## src/rtl/cdb_pkg.sv

```systemverilog
// Shared types and helpers for the common-data-bus arbiter: entry format, idle tag and the
// round-robin pick function.
package cdb_pkg;

   localparam int unsigned TAG_W   = 4;
   localparam int unsigned DATA_W  = 32;
   localparam int unsigned MAX_SRC = 16;
   localparam int unsigned PICK_W  = 4;

   localparam logic [TAG_W-1:0] NULL_TAG = '1;

   typedef struct packed {
      logic [TAG_W-1:0]  tag;
      logic [DATA_W-1:0] result;
   } cdb_entry_t;

   typedef struct packed {
      logic              found;
      logic [PICK_W-1:0] idx;
   } rr_pick_t;

   // First requester at or after ptr, scanning upward modulo n.
   function automatic rr_pick_t rr_pick(input logic [MAX_SRC-1:0] req,
                                        input int unsigned        n,
                                        input int unsigned        ptr);
      rr_pick_t    p;
      int unsigned s;
      p = '0;
      for (int unsigned off = 0; off < MAX_SRC; off++) begin
         if (off < n && !p.found) begin
            s = (ptr + off) % n;
            if (req[s]) begin
               p.found = 1'b1;
               p.idx   = PICK_W'(s);
            end
         end
      end
      return p;
   endfunction

endpackage

```

## src/rtl/cdb_fifo.sv

```systemverilog
// Per-source result FIFO; pointers wrap modulo DEPTH and occupancy is held in a separate count.
module cdb_fifo
   import cdb_pkg::*;
#(
   parameter  int unsigned DEPTH = 4,
   localparam int unsigned CNT_W = $clog2(DEPTH) + 1
) (
   input  logic             clk,
   input  logic             reset,
   input  logic             push,
   input  logic             pop,
   input  cdb_entry_t       din,
   output cdb_entry_t       dout,
   output logic [CNT_W-1:0] count,
   output logic             empty,
   output logic             full
);

   localparam int unsigned ADDR_W = $clog2(DEPTH);

   cdb_entry_t        mem [DEPTH];
   logic [ADDR_W-1:0] rd_ptr;
   logic [ADDR_W-1:0] wr_ptr;
   logic              do_push;
   logic              do_pop;

   assign empty   = (count == '0);
   assign full    = (count == CNT_W'(DEPTH));
   assign do_pop  = pop && !empty;
   // A pop frees the head slot in the same cycle, so a push into a full FIFO is still taken.
   assign do_push = push && (!full || do_pop);
   assign dout    = mem[rd_ptr];

   always_ff @(posedge clk or posedge reset) begin
      if (reset) begin
         rd_ptr <= '0;
         wr_ptr <= '0;
         count  <= '0;
      end else begin
         if (do_push) wr_ptr <= wr_ptr + 1'b1;
         if (do_pop)  rd_ptr <= rd_ptr + 1'b1;
         if (do_push && !do_pop)      count <= count + 1'b1;
         else if (do_pop && !do_push) count <= count - 1'b1;
      end
   end

   always_ff @(posedge clk) begin
      if (do_push) mem[wr_ptr] <= din;
   end

endmodule

```

## src/rtl/cdb_arbiter.sv

```systemverilog
// Buffers functional-unit results per source and broadcasts at most one per cycle on the CDB,
// granting non-empty sources round-robin.
module cdb_arbiter
   import cdb_pkg::*;
#(
   parameter  int unsigned NUM_SRC = 2,
   parameter  int unsigned DEPTH   = 4,
   parameter  int unsigned TAG_W   = cdb_pkg::TAG_W,
   parameter  int unsigned DATA_W  = cdb_pkg::DATA_W,
   localparam int unsigned SRC_W   = (NUM_SRC > 1) ? $clog2(NUM_SRC) : 1
) (
   input  logic                      clk,
   input  logic                      reset,
   input  logic [NUM_SRC-1:0]        src_valid,
   input  logic [NUM_SRC*TAG_W-1:0]  src_tag,
   input  logic [NUM_SRC*DATA_W-1:0] src_result,
   output logic [NUM_SRC-1:0]        src_full,
   output logic                      cdb_valid,
   output logic [TAG_W-1:0]          cdb_tag,
   output logic [DATA_W-1:0]         cdb_result,
   output logic [SRC_W-1:0]          cdb_src,
   output logic [NUM_SRC-1:0]        overflow
);

   localparam int unsigned CNT_W = $clog2(DEPTH) + 1;

   cdb_entry_t         fifo_dout  [NUM_SRC];
   logic [CNT_W-1:0]   fifo_count [NUM_SRC];
   logic [NUM_SRC-1:0] fifo_empty;
   logic [NUM_SRC-1:0] fifo_full;
   logic [NUM_SRC-1:0] push_req;
   logic [NUM_SRC-1:0] push;
   logic [NUM_SRC-1:0] pop;
   logic [MAX_SRC-1:0] req_vec;
   logic [SRC_W-1:0]   rr_ptr;
   logic [SRC_W-1:0]   rr_next;
   rr_pick_t           pick;
   cdb_entry_t         gnt_entry;

   for (genvar i = 0; i < NUM_SRC; i++) begin : g_src
      cdb_entry_t din;
      assign din.tag    = src_tag[i*TAG_W +: TAG_W];
      assign din.result = src_result[i*DATA_W +: DATA_W];

      // NULL_TAG pushes are discarded silently and never count as overflow.
      assign push_req[i] = src_valid[i] && (din.tag != NULL_TAG);
      assign push[i]     = push_req[i] && (!fifo_full[i] || pop[i]);
      // One slot held back for the result already in flight when the stall is seen.
      assign src_full[i] = (fifo_count[i] >= CNT_W'(DEPTH - 1));

      cdb_fifo #(
         .DEPTH (DEPTH)
      ) u_fifo (
         .clk   (clk),
         .reset (reset),
         .push  (push[i]),
         .pop   (pop[i]),
         .din   (din),
         .dout  (fifo_dout[i]),
         .count (fifo_count[i]),
         .empty (fifo_empty[i]),
         .full  (fifo_full[i])
      );
   end

   always_comb begin
      req_vec                = '0;
      req_vec[NUM_SRC-1:0]   = ~fifo_empty;
   end

   assign pick = rr_pick(req_vec, NUM_SRC, 32'(rr_ptr));

   always_comb begin
      pop       = '0;
      gnt_entry = '0;
      for (int unsigned i = 0; i < NUM_SRC; i++) begin
         if (pick.found && (32'(pick.idx) == i)) begin
            pop[i]    = 1'b1;
            gnt_entry = fifo_dout[i];
         end
      end
   end

   always_comb begin
      rr_next = rr_ptr;
      if (pick.found) begin
         rr_next = (32'(pick.idx) == NUM_SRC - 1) ? '0 : SRC_W'(32'(pick.idx) + 1);
      end
   end

   always_ff @(posedge clk or posedge reset) begin
      if (reset) begin
         cdb_valid  <= 1'b0;
         cdb_tag    <= NULL_TAG;
         cdb_result <= '0;
         cdb_src    <= '0;
         rr_ptr     <= '0;
         overflow   <= '0;
      end else begin
         overflow <= overflow | (push_req & ~push);
         rr_ptr   <= rr_next;
         if (pick.found) begin
            cdb_valid  <= 1'b1;
            cdb_tag    <= gnt_entry.tag;
            cdb_result <= gnt_entry.result;
            cdb_src    <= SRC_W'(pick.idx);
         end else begin
            cdb_valid  <= 1'b0;
            cdb_tag    <= NULL_TAG;
            cdb_result <= '0;
            cdb_src    <= '0;
         end
      end
   end

endmodule

```

## config.mk

```make
export PLATFORM = sky130hd
export DESIGN_NAME = cdb_arbiter
export DESIGN_NICKNAME = d
export VERILOG_FILES = /design/src/rtl/cdb_pkg.sv /design/src/rtl/cdb_fifo.sv /design/src/rtl/cdb_arbiter.sv
export SDC_FILE = /design/constraint.sdc
export NUM_CORES = 1
export LEC_CHECK = 0
export ABC_CLOCK_PERIOD_IN_PS = 2300
export BUFFER_PORTS_ARGS = -buffer_cell sky130_fd_sc_hd__buf_2
export CORE_ASPECT_RATIO = 2
export CORE_MARGIN = 2
export CORE_UTILIZATION = 50
export CTS_CLUSTER_DIAMETER = 50
export DETAILED_ROUTE_END_ITERATION = 16
export PLACE_DENSITY = 0.72
export SYNTH_ARGS = -nofsm -noshare
export SYNTH_HDL_FRONTEND = slang
export SYNTH_SLANG_ARGS = --single-unit
export TNS_END_PERCENT = 1
```

## constraint.sdc

```tcl
create_clock -name clk -period 2.3 [get_ports clk]
set_input_delay 0.23 -clock clk [delete_from_list [all_inputs] [get_ports clk]]
set_output_delay 0.23 -clock clk [all_outputs]
set_load 0.02 [all_outputs]
```

==> results of run 1 <==
final timing paths:
| check | to | slack, ns | start | cells after the start |
|---|---|---|---|---|
| max reg2reg | g_src[0].u_fifo.count[2] | 0.01 | g_src[1].u_fifo.count[1] | 9 |
| min | overflow[1] | 0.06 | src_valid[1] | 3 |
| min reg2reg | overflow[1] | 0.50 | overflow[1] | 1 |
| min in group asynchronous | cdb_result[15] | 0.14 | reset | 3 |
| max | g_src[0].u_fifo.count[2] | 0.01 | g_src[1].u_fifo.count[1] | 9 |
| max in group asynchronous | cdb_tag[1] | 1.48 | reset | 4 |
cells in the mapped netlist (all sizes together) (2+ instances only):
| master | count |
|---|---|
| nor2 | 5 |
| a21o | 3 |
| inv | 9 |
| a21oi | 28 |
| o21bai | 2 |
| ha | 10 |
| xor2 | 5 |
| mux2 | 4 |
| fa | 2 |
| nand3 | 9 |
| dfstp | 4 |
| mux4 | 72 |
| nand2 | 76 |
| dfrtp | 51 |
| xnor2 | 7 |
| nand4 | 3 |
| buf | 29 |
| edfxtp | 288 |
| nor3 | 2 |
| and2 | 9 |
worst max-delay path, cell delays in order (launching register included):
cell and delay, ns:
dfrtp_1 0.39, or3_4 0.40, nand4_1 0.13, nor2b_4 0.20, ha_4 0.14, inv_1 0.04
fa_1 0.37, xor2_1 0.17, nor2_1 0.14, xor2_1 0.21
where the power goes:
part           switching, W  internal (W)  total [W]
combinational       0.00372       0.00314    0.00686
clock               0.00209       0.00306    0.00515
sequential         0.000694       0.00839    0.00908
cell type report:
class / instances / area [sq um] / area share (%)
sequential: 343 / 10000 / 62.7
multi-input combinational: 242 / 2680 / 16.7
timing repair buffer: 232 / 1820 / 11.4
clock buffer: 27 / 676 / 4.22
tap: 340 / 425 / 2.66
clock inverter: 22 / 329 / 2.06
inverter: 9 / 33.8 / 0.211
antenna: 2 / 5.00 / 0.0313
cells in the final DEF, fill, tap and decap left out, drive strengths merged, types with 5 or more instances in the layout:
| master | synthesis | layout |
|---|---|---|
| xnor2 | 7 | 7 |
| xor2 | 5 | 5 |
| clkbuf | 0 | 27 |
| a21oi | 28 | 28 |
| and2 | 9 | 9 |
| dfrtp | 51 | 51 |
| nand2 | 76 | 76 |
| mux4 | 72 | 72 |
| bufinv | 0 | 8 |
| inv | 9 | 9 |
| ha | 10 | 10 |
| clkinv | 0 | 8 |
| dlygate4sd3 | 0 | 73 |
| nor2 | 5 | 5 |
| edfxtp | 288 | 288 |
| nand3 | 9 | 9 |
| clkinvlp | 0 | 6 |
| buf | 29 | 159 |
cells by family after synthesis:
| logic type | after synthesis | synth area share [%] |
|---|---|---|
| fa+ha+maj | 12 | 1.28 |
| buf+inv | 38 | 1.91 |
| compound gates | 35 | 1.61 |
| simple gates | 107 | 3.61 |
| flops | 343 | 77.8 |
| mux | 76 | 13.0 |
| xor+xnor | 12 | 0.815 |
timing repair:
item	4_1_cts	5_1_grt
resized for setup	1	11
setup buffers	1	3
hold endpoints to repair	339	0
endpoints found under the setup margin	3	3
hold buffers	73	0
pin swaps	1	4
registers in the layout, summed over array words and instances (netlist names):
signal,cells
cdb_tag,4
g_src.u_fifo.wr_ptr,4
cdb_result,32
g_src.u_fifo.mem,288
cdb_src,1
g_src.u_fifo.rd_ptr,4
cdb_valid,1
overflow,2
rr_ptr,1
g_src.u_fifo.count,6
per-stage QoR:
step	instances	utilization, %	TNS, ns	hold WS [ns]
final	1217	62.6	0	0.0556
after detailed placement	1089	55.5	-0.103	0.146
after global placement	1089	55.5	0	0.144
after CTS	1212	62.4	0	0.0443
after floorplan	623	-	-27.71	0.329
after global routing	1217	62.6	-0.0569	0.0601
per-layer routing:
metal / GRT usage [%] / wire, um / vias up
met5: 0 / 0 / -
met4: 9.45 / 980 / 0
met2: 37.8 / 15100 / 238
li1: - / - / 2911
met1: 22.0 / 9090 / 3417
met3: 2.68 / 1240 / 60
==> flow_metrics.env, run 1 <==
export IMPL_endpoint_kind="register"
export IMPL_clock_sinks=343
export IMPL_grtUsageTotal_pct=20.0
export IMPL_gp_congestion=0.826
export IMPL_fin_crit_ns=2.29
export IMPL_dp_slack_ns=-0.0584
export IMPL_drc=0
export IMPL_wire_per_inst_um=21.7
export IMPL_synth_top_area_share_pct=67.1
export IMPL_grt_pass1_vias=7380
export IMPL_path_clk_slew_ns=0.07
export IMPL_synth_edf_count=288
export IMPL_netlist_area_sq_mm=0.0129
export IMPL_via_count=6626
export IMPL_grt_first_pass_wirelength_um=41300
export IMPL_synth_top_area_cell="edfxtp_1"
export IMPL_io_buffers=117
export IMPL_cts_buffers=27
export IMPL_place_area_sq_mm=0.0142
export IMPL_synthCells=623
export IMPL_grt_remaining_overflow=0
export IMPL_cp_max_fo=2
export IMPL_layout_nets=943
export IMPL_ant_nets=0
export IMPL_worstSkewPairLatency_ns=0.54
export IMPL_finClkSkew_ns=0.0207
export IMPL_drt_initial_drc_count=495
export IMPL_p_per_area_mw_per_mm2=1320
export IMPL_yosysWarnings=0
export IMPL_synth_area_per_cell_sq_um=20.7
export IMPL_synth_seq_cells=343
export IMPL_coreArea_sq_mm=0.0255
export IMPL_rows=83
export IMPL_cts_root_buf="clkbuf_16"
export IMPL_avgViaCountPerCell=5.44
export IMPL_cts_tree="built"
export IMPL_setup_viol=0
export IMPL_syn_num_nets=711
export IMPL_slew_violations=0
export IMPL_grt_max_degree=40
export IMPL_hpwl_um=17600
export IMPL_area_growth_pct=24.1
export IMPL_min_period_over_period_pct=99.4
export IMPL_chipWidth_um=118
export IMPL_crit_type="register to register"
export IMPL_synth_distinct_cells=31
export IMPL_cts_max_level=1
export IMPL_hp_class="input pin to register"
export IMPL_rsz0062_at_grt="yes"
export IMPL_worst_slew_pin_slew_ns=0.513
export IMPL_synth_area_leaders="edfxtp_1, mux4_2, dfrtp_1, nand2_1, a21oi_1"
export IMPL_startpoint_type="register"
export IMPL_antenna_found_initial=2
export IMPL_total_power_w=0.0211
export IMPL_seq_area_frac_synth_pct=77.8
export IMPL_max_slew_margin_pct=65.8
export IMPL_fmax_mhz=437
export IMPL_ys_flop_type="edfxtp_1"
export IMPL_hold_viol_final=0
export IMPL_io_pins=118
export IMPL_drive_gt1_share_pct=35.5
export IMPL_async_flop_share_pct=16.0
export IMPL_status="finished clean"
export IMPL_worstPathArrival_ns=2.74
export IMPL_peakVddDrop_mv=0.684
export IMPL_dr_pass1_iters=5
export IMPL_cp_required_ns=2.75
export IMPL_die_y_um=231
export IMPL_fin_ws_ns=0.0135
export IMPL_ctsLongestPathBuffers=3
export IMPL_maxCapViolations=0
export IMPL_finalInstanceArea_sq_mm=0.0160
export IMPL_p_leak_nw=5.77
export IMPL_dieArea_sq_mm=0.0272
export IMPL_drt_wl_total_um=26400
export IMPL_floorplan_initialDensity_pct=50.5
export IMPL_fill_cells=1843
Power figures use the tool's default switching activity.
==> run 2, diff against run 1 <==
- BUFFER_PORTS_ARGS: -buffer_cell sky130_fd_sc_hd__buf_2 -> -buffer_cell sky130_fd_sc_hd__clkbuf_2
==> run 2 against run 1 <==
Against the previous run:
- wire length is 1.7% higher
- cell area is 1.3% lower
- clock skew is 0.0011 ns lower
- critical path type unchanged
- final cell count is 0.66% lower
- global-route usage is 0.47 points higher
- register-to-register slack better by 0.08 ns
- combinational power is 3.9% lower
- core utilization is 0.84 points lower
- via count is 0.88% lower
- sequential share of layout area is 0.84 points higher
- non-clock buffer count is 7 lower
==> flow_metrics.env, run 2 (same netlist as run 1, synthesis figures left out) <==
export IMPL_status="finished clean"
export IMPL_cts_max_level=1
export IMPL_reg2reg_to="g_src[0].u_fifo.count[2]"
export IMPL_antenna_found_initial=0
export IMPL_r2r_cells=9
export IMPL_worst_slew_pin_slew_ns=0.740
export IMPL_min_period_over_period_pct=95.9
export IMPL_clockPowerShare_pct=23.0
export IMPL_utilization_pct=61.8
export IMPL_largest_register="g_src.u_fifo.mem"
export IMPL_cp_required_ns=2.76
export IMPL_worstPathArrival_ns=2.67
export IMPL_setup_viol=0
export IMPL_dp_slack_ns=-0.0783
export IMPL_endpoint_kind="register"
export IMPL_rrSetupSlack_ns=0.09
export IMPL_max_slew_margin_pct=50.6
export IMPL_finClkSkew_ns=0.0197
export IMPL_comb_power_share_pct=32.2
export IMPL_cts_buffers=27
export IMPL_min_delay_start="src_valid[1]"
export IMPL_crit_type="register to register"
export IMPL_largest_reg_flops=288
export IMPL_io_pins=118
export IMPL_rows=83
export IMPL_layout_nets=936
export IMPL_final_cell_mix="edfxtp_1, clkbuf_2, nand2_1, dlygate4sd3_1, mux4_2"
export IMPL_drc=0
export IMPL_slew_violations=0
export IMPL_floorplan_initialDensity_pct=50.5
export IMPL_mostFrequentLayoutCell="edfxtp_1"
export IMPL_avgViaCountPerCell=5.43
export IMPL_wire_per_inst_um=22.2
export IMPL_grt_first_pass_wirelength_um=42000
export IMPL_grt_max_degree=39
export IMPL_hp_class="input pin to register"
export IMPL_reg_top3="g_src.u_fifo.mem (288), cdb_result (32), g_src.u_fifo.count (6)"
export IMPL_swShare_pct=31.6
export IMPL_hpwl_um=17900
export IMPL_grt_remaining_overflow=0
export IMPL_coreArea_sq_mm=0.0255
export IMPL_ant_nets=0
export IMPL_ctsLongestPathBuffers=3
export IMPL_maxCapViolations=0
export IMPL_dieArea_sq_mm=0.0272
export IMPL_startpoint_type="register"
export IMPL_p_int_w=0.0140
export IMPL_io_buffers=117
export IMPL_place_area_sq_mm=0.0141
export IMPL_grtUsageTotal_pct=20.5
export IMPL_fin_crit_ns=2.21
export IMPL_path_clk_slew_ns=0.07
export IMPL_cts_root_buf="clkbuf_16"
export IMPL_chipWidth_um=118
export IMPL_drt_wl_total_um=26900
export IMPL_fill_cells=1870
export IMPL_grt_pass1_vias=7411
export IMPL_drive_gt1_share_pct=33.8
export IMPL_diodes=0
export IMPL_fmax_mhz=453
export IMPL_via_count=6568
export IMPL_seqPwrFrac_pct=44.8
export IMPL_r2r_start="g_src[1].u_fifo.count[2]"
export IMPL_fin_setup_tns_ns=0
export IMPL_p_per_area_mw_per_mm2=1290
export IMPL_worstSkewPairLatency_ns=0.55
export IMPL_gp_congestion=0.813
export IMPL_peakVddDrop_mv=0.675
export IMPL_die_y_um=231
export IMPL_area_growth_pct=22.5
export IMPL_dr_pass1_iters=5
export IMPL_clock_sinks=343
export IMPL_fin_ws_ns=0.0937
export IMPL_min_to="overflow[1]"
export IMPL_hold_viol_final=0
export IMPL_whs_path_depth=3
export IMPL_net_switching_power_w=0.00646
export IMPL_drt_initial_drc_count=397
export IMPL_p_leak_nw=5.71
export IMPL_cp_max_fo=3
export IMPL_finalInstanceArea_sq_mm=0.0158
export IMPL_cts_tree="built"
run 2: changes by cell type in the layout (fill, tap and decap cells not counted), moves of 3 or more:
cell       delta
buf_4         -5
clkbuf_1      +5
buf_12        -3
clkinv_2      +3
buf_2       -117
bufinv_16     -4
clkbuf_2    +117
run 2: per-stage QoR:
stage	std cells	hold WS, ns	total power (W)
2_1_floorplan	623	0.329	0.0135
3_5_place_dp	1084	0.326	0.0158
6_report	1209	0.0377	0.0204
4_1_cts	1209	0.0194	0.0206
3_3_place_gp	1084	0.311	0.0155
5_1_grt	1209	0.0404	0.0214
run 2: power by group through the flow:
stage                     logic (W)  clock network (W)  registers, W
final                       0.00659            0.00470       0.00915
after global routing        0.00711            0.00502       0.00928
after CTS                   0.00664            0.00480       0.00916
after detailed placement    0.00650                  0       0.00929
after global placement      0.00630                  0       0.00918
after floorplan             0.00421                  0       0.00932
run 2: layout make-up:
class	count	area, sq um	area share (%)
well taps	340	425	2.69
clock inverters	18	200	1.27
repair buffers	225	1730	11.0
clock buffers	32	694	4.40
flip-flops and latches	343	10000	63.6
inverters	9	33.8	0.214
multi-input cells	242	2670	16.9
run 2: repair_timing:
item                       4_1_cts  5_1_grt
pin swaps                        1        1
setup endpoints to repair        1        3
hold buffers                    74        0
gates resized for setup          1        6
setup buffers                    1        0
hold endpoints to repair       311        0
run 2: critical path: stages (launching register included):
cell	delay, ns
dfrtp_1	0.43
or3_4	0.37
nand4_1	0.13
nor2b_4	0.17
ha_1	0.17
inv_1	0.05
fa_1	0.37
xor2_1	0.17
nor2_1	0.12
xor2_1	0.15
run 2: per-layer routing:
metal  GRT usage, %  wire [um]
met1           22.3       9250
met2           40.2      15700
met3           2.39       1150
met4           7.57        743
met5              0          0
run 2: how the worst max path moves through the flow:
stage	from	endpoint	slack, ns	depth (start not counted)
2_1_floorplan	g_src[1].u_fifo.count[1]	g_src[0].u_fifo.mem[3][0]	-0.19	5
3_3_place_gp	g_src[0].u_fifo.count[2]	g_src[1].u_fifo.count[2]	0.11	9
3_5_place_dp	g_src[0].u_fifo.count[2]	g_src[1].u_fifo.count[2]	-0.08	9
4_1_cts	g_src[1].u_fifo.count[1]	g_src[0].u_fifo.count[2]	0.07	9
5_1_grt	g_src[1].u_fifo.count[2]	g_src[0].u_fifo.count[2]	-0.02	9
6_report	g_src[1].u_fifo.count[2]	g_src[0].u_fifo.count[2]	0.09	9
